<file path="src/rtl/riscv_m_pkg.sv">
// Shared types and constants for the RV32M multiply/divide unit.
package riscv_m_pkg;

    // Major opcode and funct7 that mark an M-extension instruction
    localparam logic [6:0] OPC_OP     = 7'b0110011;
    localparam logic [6:0] F7_MULDIV  = 7'b0000001;

    // funct3 encodings of the RV32M ops
    typedef enum logic [2:0] {
        M_MUL    = 3'd0,
        M_MULH   = 3'd1,
        M_MULHSU = 3'd2,
        M_MULHU  = 3'd3,
        M_DIV    = 3'd4,
        M_DIVU   = 3'd5,
        M_REM    = 3'd6,
        M_REMU   = 3'd7
    } m_op_e;

    // Sequencer states
    typedef enum logic [1:0] {
        MD_IDLE = 2'd0,
        MD_CALC = 2'd1,
        MD_DONE = 2'd2
    } md_state_e;

    // Divide/remainder ops all have funct3[2] set
    function automatic logic op_is_div(input m_op_e op);
        return op[2];
    endfunction

    // Remainder ops (REM/REMU) have funct3[1] set within the divide group
    function automatic logic op_is_rem(input m_op_e op);
        return op[2] & op[1];
    endfunction

    // Ops whose rs1 operand is interpreted as signed
    function automatic logic op_a_signed(input m_op_e op);
        return (op == M_MULH) || (op == M_MULHSU) || (op == M_DIV) || (op == M_REM);
    endfunction

    // Ops whose rs2 operand is interpreted as signed
    function automatic logic op_b_signed(input m_op_e op);
        return (op == M_MULH) || (op == M_DIV) || (op == M_REM);
    endfunction

endpackage

</file>
<file path="src/rtl/md_step.sv">
// One radix-2 iteration of the shared datapath: a shift-add multiply step
// or a restoring divide step, chosen by is_div. Purely combinational so
// several copies can be chained to retire more than one bit per clock.
//
// Multiply: {acc,lo} is the partial product, lo holds the unconsumed
//   multiplier bits; add opb when lo[0] is set, then shift right.
// Divide:   lo holds the unconsumed dividend bits, acc the partial
//   remainder; shift the next dividend bit into acc, subtract opb if it
//   fits, and shift the quotient bit into lo[0].
module md_step #(
    parameter int DATA_W = 32
) (
    input  logic              is_div,
    input  logic [DATA_W-1:0] opb,
    input  logic [DATA_W-1:0] acc_i,
    input  logic [DATA_W-1:0] lo_i,
    output logic [DATA_W-1:0] acc_o,
    output logic [DATA_W-1:0] lo_o
);

    logic [DATA_W:0]   sum;
    logic [DATA_W:0]   sh;
    logic [DATA_W+1:0] diff;
    logic              unused_diff_hi;

    // Bit DATA_W of the trial difference is always zero when the subtract
    // is kept, because the partial remainder stays below the divisor.
    assign unused_diff_hi = diff[DATA_W];

    // Select between the multiply and divide step for this bit
    always_comb begin
        sum  = {1'b0, acc_i} + (lo_i[0] ? {1'b0, opb} : '0);
        sh   = {acc_i, lo_i[DATA_W-1]};
        diff = {1'b0, sh} - {2'b00, opb};
        if (is_div) begin
            if (!diff[DATA_W+1]) begin
                acc_o = diff[DATA_W-1:0];
                lo_o  = {lo_i[DATA_W-2:0], 1'b1};
            end else begin
                acc_o = sh[DATA_W-1:0];
                lo_o  = {lo_i[DATA_W-2:0], 1'b0};
            end
        end else begin
            acc_o = sum[DATA_W:1];
            lo_o  = {sum[0], lo_i[DATA_W-1:1]};
        end
    end

endmodule

</file>
<file path="src/rtl/muldiv_unit.sv">
// Iterative RV32M multiply/divide unit. Operands are reduced to magnitudes
// on entry, BITS_PER_CYC md_step copies retire bits each CALC cycle, and
// signs are restored when the result is captured. Divide-by-zero and the
// signed MIN/-1 overflow are resolved on entry and finish in one cycle.
module muldiv_unit
    import riscv_m_pkg::*;
#(
    parameter int DATA_W       = 32,
    parameter int BITS_PER_CYC = 1
) (
    input  logic              clk,
    input  logic              reset,
    input  logic              start,
    input  logic [2:0]        funct3,
    input  logic [DATA_W-1:0] op_a,
    input  logic [DATA_W-1:0] op_b,
    input  logic              flush,
    output logic              busy,
    output logic              stall,
    output logic              done,
    output logic [DATA_W-1:0] result
);

    localparam int N_ITER = DATA_W / BITS_PER_CYC;
    localparam int CNT_W  = $clog2(N_ITER + 1);
    localparam logic [CNT_W-1:0]  CNT_LAST = CNT_W'(N_ITER - 1);
    localparam logic [DATA_W-1:0] MIN_VAL  = {1'b1, {(DATA_W-1){1'b0}}};

    md_state_e         state_q, state_d;
    m_op_e             op_q, op_d;
    logic              neg_res_q, neg_res_d;   // product / quotient sign
    logic              neg_rem_q, neg_rem_d;   // remainder follows dividend
    logic [DATA_W-1:0] acc_q, acc_d;
    logic [DATA_W-1:0] lo_q, lo_d;
    logic [DATA_W-1:0] opb_q, opb_d;
    logic [CNT_W-1:0]  cnt_q, cnt_d;
    logic [DATA_W-1:0] result_q, result_d;

    // Entry decode
    m_op_e             op_in;
    logic              a_neg, b_neg;
    logic [DATA_W-1:0] a_mag, b_mag;
    logic              div_zero, div_ovf, special;
    logic [DATA_W-1:0] special_res;

    // Datapath chain and result fix-up
    logic [BITS_PER_CYC:0][DATA_W-1:0] acc_ch, lo_ch;
    logic [2*DATA_W-1:0] prod, prod_s;
    logic [DATA_W-1:0]   quo_s, rem_s, calc_res;

    assign acc_ch[0] = acc_q;
    assign lo_ch[0]  = lo_q;

    for (genvar g = 0; g < BITS_PER_CYC; g++) begin : g_step
        md_step #(.DATA_W(DATA_W)) u_step (
            .is_div (op_is_div(op_q)),
            .opb    (opb_q),
            .acc_i  (acc_ch[g]),
            .lo_i   (lo_ch[g]),
            .acc_o  (acc_ch[g+1]),
            .lo_o   (lo_ch[g+1])
        );
    end

    // Decode the incoming op: magnitudes, signs and the one-cycle specials
    always_comb begin
        op_in    = m_op_e'(funct3);
        a_neg    = op_a_signed(op_in) & op_a[DATA_W-1];
        b_neg    = op_b_signed(op_in) & op_b[DATA_W-1];
        a_mag    = a_neg ? -op_a : op_a;
        b_mag    = b_neg ? -op_b : op_b;
        div_zero = (op_b == '0);
        div_ovf  = ((op_in == M_DIV) || (op_in == M_REM)) &&
                   (op_a == MIN_VAL) && (op_b == '1);
        special  = op_is_div(op_in) & (div_zero | div_ovf);
        if (div_zero)
            special_res = op_is_rem(op_in) ? op_a : '1;
        else
            special_res = op_is_rem(op_in) ? '0 : MIN_VAL;
    end

    // Restore signs on the value leaving the last step of the chain
    always_comb begin
        prod   = {acc_ch[BITS_PER_CYC], lo_ch[BITS_PER_CYC]};
        prod_s = neg_res_q ? -prod : prod;
        quo_s  = neg_res_q ? -lo_ch[BITS_PER_CYC] : lo_ch[BITS_PER_CYC];
        rem_s  = neg_rem_q ? -acc_ch[BITS_PER_CYC] : acc_ch[BITS_PER_CYC];
        if (op_is_div(op_q))
            calc_res = op_is_rem(op_q) ? rem_s : quo_s;
        else if (op_q == M_MUL)
            calc_res = prod_s[DATA_W-1:0];
        else
            calc_res = prod_s[2*DATA_W-1:DATA_W];
    end

    // Next-state logic for the sequencer and datapath registers
    always_comb begin
        state_d   = state_q;
        op_d      = op_q;
        neg_res_d = neg_res_q;
        neg_rem_d = neg_rem_q;
        acc_d     = acc_q;
        lo_d      = lo_q;
        opb_d     = opb_q;
        cnt_d     = cnt_q;
        result_d  = result_q;
        case (state_q)
            MD_IDLE: begin
                if (start && !flush) begin
                    op_d      = op_in;
                    neg_res_d = a_neg ^ b_neg;
                    neg_rem_d = a_neg;
                    acc_d     = '0;
                    lo_d      = a_mag;
                    opb_d     = b_mag;
                    cnt_d     = '0;
                    if (special) begin
                        result_d = special_res;
                        state_d  = MD_DONE;
                    end else begin
                        state_d  = MD_CALC;
                    end
                end
            end
            MD_CALC: begin
                acc_d = acc_ch[BITS_PER_CYC];
                lo_d  = lo_ch[BITS_PER_CYC];
                cnt_d = (cnt_q == CNT_LAST) ? cnt_q : cnt_q + CNT_W'(1);
                if (cnt_q == CNT_LAST) begin
                    result_d = calc_res;
                    state_d  = MD_DONE;
                end
            end
            MD_DONE: state_d = MD_IDLE;
            default: state_d = MD_IDLE;
        endcase
        // A flush abandons whatever is in flight without touching the result
        if (flush) begin
            state_d  = MD_IDLE;
            result_d = result_q;
        end
    end

    // State registers, synchronous reset clears everything
    always_ff @(posedge clk) begin
        if (reset) begin
            state_q   <= MD_IDLE;
            op_q      <= M_MUL;
            neg_res_q <= 1'b0;
            neg_rem_q <= 1'b0;
            acc_q     <= '0;
            lo_q      <= '0;
            opb_q     <= '0;
            cnt_q     <= '0;
            result_q  <= '0;
        end else begin
            state_q   <= state_d;
            op_q      <= op_d;
            neg_res_q <= neg_res_d;
            neg_rem_q <= neg_rem_d;
            acc_q     <= acc_d;
            lo_q      <= lo_d;
            opb_q     <= opb_d;
            cnt_q     <= cnt_d;
            result_q  <= result_d;
        end
    end

    assign busy   = (state_q != MD_IDLE);
    assign done   = (state_q == MD_DONE);
    assign stall  = ((state_q == MD_IDLE) & start & ~flush) | (state_q == MD_CALC);
    assign result = result_q;

endmodule
</file>
<file path="config.mk">
export PLATFORM = sky130hd
export DESIGN_NAME = muldiv_unit
export DESIGN_NICKNAME = d
export VERILOG_FILES = /design/src/rtl/riscv_m_pkg.sv /design/src/rtl/md_step.sv /design/src/rtl/muldiv_unit.sv
export SDC_FILE = /design/constraint.sdc
export NUM_CORES = 1
export LEC_CHECK = 0
export CORE_MARGIN = 2
export CORE_UTILIZATION = 45
export DETAILED_ROUTE_END_ITERATION = 12
export GPL_ROUTABILITY_DRIVEN = 0
export GPL_TIMING_DRIVEN = 1
export PLACE_DENSITY_LB_ADDON = 0.1
export SLEW_MARGIN = 5
export SYNTH_ARGS = -nofsm -noshare
export SYNTH_HDL_FRONTEND = slang
export SYNTH_SLANG_ARGS = --single-unit
</file>
<file path="constraint.sdc">
create_clock -name clk -period 12 [get_ports clk]
set_clock_uncertainty 0.1 [all_clocks]
set_input_delay 3.6 -clock clk [delete_from_list [all_inputs] [get_ports clk]]
set_output_delay 3.6 -clock clk [all_outputs]
set_load 0.01 [all_outputs]
</file>
==> metrics.txt, run 1 <==
synthesized instance count 2168; period utilization 0.7387; Pleak 6.224 nW; setup ws final 3.135 ns; fmax between 0.1 and 0.15 GHz; Synth Area per Inst 7.039 um2; number of global-route vias before repair 16160; crit path max fanout 4; YS warnings 0; RSZ-0062 raised after global routing no; Crit path arrival time 5.16 ns; global-route wire length before repair 93330 um; IO buf count around 110; # Post-CTS Setup Buffers 0; Fin. Hold Viols 0; die area approximately 0.035 mm2; sequential fraction of the synthesis area 0.1850; Setup WS pre-CTS 3.147 ns; setup TNS 0 ns; initial antenna violation count 1; PostCTS Resize Cnt 0; Internal 0.9970 mW; synthesis-to-finish area growth 12.69%; maximum vdd drop around 110 uV; routed len/inst 22.91 um; fill count around 3400; outcome finished, final reports clean; Max-Cap Viols 0; crit path kind primary input to output pin; nets 2320; CTS Buf Count 17; FF-to-FF path depth 14; pwr/cell area around 92 mW/mm2; Post-synth EDFFs 0; CTS tree built; sequential power share 0.326; Clk network pwr share 0.360; via/cell ratio between 6 and 7; drt first pass iters 6; Final min period 8.865 ns; hold_buf cts 0; Slew Limit Fails 0; Max Root-Sink Buffers 2; total wire length slightly above 60000 um; chip width 188.1 um; initial drt markers 1835; Root Buffer clkbuf_16; IO Count 106; Worst Hold Depth 2; share of cells above drive strength 1 0.05616; GRT Overall Usage 0.3344; Design Area, Final 0.01720 mm2; ys async rst share 0; Hold/Removal Path Class register to register; Logic pwr share 0.314; H-tree lvl count 4; Final ANT Viol Nets 0; Sinks on Clock Net 141; initial core utilization 0.4562; # DRC 0; Overall Power between 1.5 and 2 mW; Slew headroom 0.1626; Netlist cell types 87; estimated wirelength of the detail-placed design around 44000 um; setup violators final 0; area of the multi-input gates 0.01166 mm2; Synth Register Bits ~140; area post-placement 0.01658 mm2; largest net degree at the start of global routing 106; Most used DFF post-synth dfxtp_1; Seq. cell area 0.002828 mm2; Die Span Y 188.1 um; Clock Latency Late Sink between 0.4 and 0.5 ns; P_sw 0.5932 mW; vias post-DR around 17000; crit path launch type primary input; Switching Share 0.3730; Mapped Nets approximately 2300; Cell Area, Synth about 0.015 mm2; total grt overflow 0; actual slew at the worst max-slew pin roughly 1.2 ns; core box area approximately 0.033 mm2; Row Count 67; CP Data Required Time 8.30 ns; Worst setup EP type output pin; Reg clk slew, reported paths roughly 0.06 ns
per-layer routing:
layer  vias up  GRT usage  routed length [um]
met5         -          0                  13
met3       128    0.06569                6087
met4         2     0.1184                1847
met2       925     0.5160               26160
met1      8149     0.4618               26360
li1       8059          -                   -
worst max-delay path, cell delays in order:
cell,delay (ns)
clkdlybuf4s50_1,0.48
nand2b_1,0.27
nor2_4,0.07
nor2_4,0.20
inv_1,0.07
clkdlybuf4s50_1,0.48
power groups by stage:
| stage | clock network (mW) | registers (mW) | logic [mW] |
|---|---|---|---|
| after floorplan | 0 | 0.511 | 0.330 |
| after global placement | 0 | 0.526 | 0.478 |
| after detailed placement | 0 | 0.526 | 0.483 |
| after CTS | 0.576 | 0.516 | 0.486 |
| after global routing | 0.596 | 0.520 | 0.538 |
| final | 0.573 | 0.518 | 0.500 |
final cells by class:
class,count,area share
Clock buffer,22,0.02816
Clock inverter,10,0.007421
Multi-Input combinational cell,1815,0.6783
Timing Repair Buffer,136,0.07451
Sequential cell,141,0.1644
Tap cell,448,0.03260
Antenna cell,1,0.0001455
Inverter,66,0.01441
cell usage after synthesis, types with 9 or more instances:
cell / n / share of area
nor2_1: 256 / 0.063
nand2_1: 176 / 0.043
a21oi_1: 166 / 0.054
o21ai_0: 162 / 0.053
dfxtp_1: 141 / 0.18
clkbuf_1: 115 / 0.028
xnor2_1: 96 / 0.055
ha_1: 70 / 0.057
nor3_1: 69 / 0.023
inv_1: 65 / 0.016
xor2_1: 61 / 0.035
a211oi_1: 48 / 0.024
and2_1: 42 / 0.017
nand3_1: 42 / 0.014
o31ai_1: 42 / 0.021
a221oi_1: 40 / 0.023
mux2i_1: 39 / 0.026
a22oi_1: 38 / 0.019
nand4_1: 36 / 0.015
o211ai_1: 35 / 0.017
a21o_1: 27 / 0.013
or3_1: 27 / 0.011
o21a_1: 25 / 0.012
nand2b_1: 24 / 0.0098
a31oi_1: 22 / 0.0090
nor2b_1: 22 / 0.0090
a311oi_1: 21 / 0.012
nor4_1: 21 / 0.0086
buf_2: 20 / 0.0066
or2_2: 15 / 0.0061
o41ai_1: 14 / 0.0080
or4_1: 13 / 0.0064
and3_1: 11 / 0.0045
mux2_2: 11 / 0.0081
buf_1: 10 / 0.0025
nor3b_1: 10 / 0.0049
a311o_1: 9 / 0.0059
o21bai_1: 9 / 0.0044
registers in the layout, summed over array words and instances (netlist names):
name	count
acc_q	32
lo_q	32
opb_q	32
result	32
cnt_q	6
op_q	3
state_q	2
neg_rem_q	1
neg_res_q	1
cell usage in the layout (no fill, tap or decap), drive strengths merged, types with 49 or more instances in the layout:
| master | Yosys | routed |
|---|---|---|
| nor2 | 256 | 256 |
| nand2 | 177 | 177 |
| nor3 | 70 | 70 |
| a21oi | 168 | 168 |
| clkdlybuf4s50 | 0 | 104 |
| o21ai | 167 | 167 |
| dfxtp | 141 | 141 |
| xnor2 | 96 | 96 |
| ha | 70 | 70 |
| xor2 | 61 | 61 |
| a211oi | 49 | 49 |
| inv | 65 | 69 |
worst paths after layout:
path                 to      start  slack, ns
max reg2reg  result[25]    lo_q[0]       5.56
max               stall      flush       3.14
min reg2reg   result[3]  result[3]       0.37
min           result[3]  result[3]       0.37
logic make-up after synthesis:
kind of cell,share of synthesized area
buffers and inverters,0.05428
multiplexers,0.03370
adder cells (fa/ha/maj),0.06002
flip-flops,0.1850
AO/OA/AOI/OAI,0.3254
XOR/XNOR,0.09011
AND/OR/NAND/NOR,0.2516
per-stage QoR:
step	cells	utilization	hold WS [ns]
floorplan	2168	-	0.3403
global placement	2606	0.4958	0.3681
detailed placement	2606	0.4958	0.3728
CTS	2638	0.5140	0.3815
global route	2638	0.5140	0.4154
finish	2639	0.5141	0.3746
(Power assumes the default switching activity.)
==> run 2, diff against run 1 <==
==> constraint.sdc (replaced) <==
create_clock -name clk -period 8.2 [get_ports clk]
set_clock_uncertainty 0.1 [all_clocks]
set_input_delay 2.46 -clock clk [delete_from_list [all_inputs] [get_ports clk]]
set_output_delay 2.46 -clock clk [all_outputs]
set_load 0.01 [all_outputs]
==> run 2 against run 1 <==
- design area down 0.23%
- sequential share of layout area about the same
- via count about the same
- critical path type is now primary input to register
- largest power group unchanged
==> metrics.txt, run 2 (same netlist as run 1, synthesis figures left out) <==
highest metal used met5; initial drt markers ~2000; Clock Latency Late Sink roughly 0.45 ns; drt first pass iters 6; synthesis-to-finish area growth 12.43%; fmax 0.1442 GHz; setup violators final 0; metal3 WL 5588 um; CTS Buf Count 17; GRT Overall Usage 0.3354; IO buf count about 110; Max-Cap Viols 0; via/cell ratio 6.545; Hold Path Origin cnt_q[1]; total grt overflow 0; Slew Limit Fails 0; Design Area, Final 0.01716 mm2; crit path launch type primary input; vias post-DR 17270; ANT cells 0; met1 wire length between 20000 and 30000 um; initial antenna violation count 1; Setup WS pre-CTS 0.8729 ns; crit path kind primary input to register; maximum vdd drop 174.8 uV; setup ws final 1.266 ns; Row Count 67; Crit path arrival time slightly above 7 ns; core box area 0.03345 mm2; crit path max fanout 34; final cell count without fillers 2638; Sinks on Clock Net 141; pwr/cell area between 100 and 150 mW/mm2; Max Root-Sink Buffers 2; fill count 3325; H-tree lvl count 4; Worst setup EP type register; global-route wire length before repair 93230 um; Overall Power 2.294 mW; area post-placement between 0.015 and 0.02 mm2; # DRC 0; period utilization 0.8456; WL met2 25930 um; Worst R2R Start opb_q[23]; Die Span Y 188.1 um; total wire length 60590 um; RSZ-0062 raised after global routing no; setup TNS 0 ns; Core Util, Final 0.5129; outcome finished, final reports clean; Fin. Hold Viols 0; Reg clk slew, reported paths 0.07 ns; PostCTS Resize Cnt 0; die area approximately 0.035 mm2; routed len/inst ~23 um; Hold/Removal Path Class register to register; FF-to-FF path depth 18; Worst Hold Depth 2; Pleak 6.206 nW; nets 2321; Inst Count DP 2607; largest net degree at the start of global routing a little over 100; Final ANT Viol Nets 0; commonest non-fill, non-tap cell in the layout nor2_1; Slew headroom 0.1629; # Post-CTS Setup Buffers 0; CP Data Required Time 8.49 ns; IO Count approximately 110; Reg2Reg Setup Slack 1.81 ns; Root Buffer clkbuf_16; actual slew at the worst max-slew pin 1.247 ns; share of cells above drive strength 1 0.05525; chip width roughly 190 um; initial core utilization 0.4562; Final min period 6.934 ns; most frequent cells in the layout nor2_1 (254), nand2_1 (176), a21oi_1 (166), o21ai_0 (161), dfxtp_1 (139); Worst Hold Slack 0.4122 ns; CTS tree built; Critical Path Source op_b[9]; hold_buf cts 0; number of global-route vias before repair 15930; estimated wirelength of the detail-placed design 45310 um
run 2: layout make-up:
class	instances	area (um2)	share of cell area
multi-input cells	1815	11660	0.6799
clock buffers	21	450.4	0.02625
clock inverters	10	116.4	0.006782
repair buffers	137	1289	0.07512
well taps	448	560.5	0.03267
flip-flops and latches	141	2828	0.1648
inverters	66	247.7	0.01444
run 2: critical path: stages:
cell             delay (ns)
clkdlybuf4s50_1        0.52
or4_1                  0.62
or4_1                  0.50
nor4_1                 0.79
nor4bb_4               0.40
o21ai_1                0.20
o41a_1                 0.34
buf_4                  0.26
a21oi_1                0.28
o21ai_1                0.19
nor3b_1                0.25
mux2_2                 0.20
nor4_1                 0.05
o21bai_1               0.15
run 2: final timing paths:
| check | to |
|---|---|
| max | result[31] |
| min | cnt_q[1] |
| max reg2reg | result[20] |
| min reg2reg | cnt_q[1] |
run 2: routing by layer:
metal | vias up | track usage
met5 | - | 0
met4 | 2 | 0.1333
met3 | 152 | 0.06045
met2 | 854 | 0.5105
met1 | 8192 | 0.4670
li1 | 8067 | -
run 2: power breakdown:
group	switching, mW	internal, mW	total, mW
Sequential	0.0448	0.713	0.758
Clock	0.344	0.454	0.799
Combinational	0.476	0.261	0.738
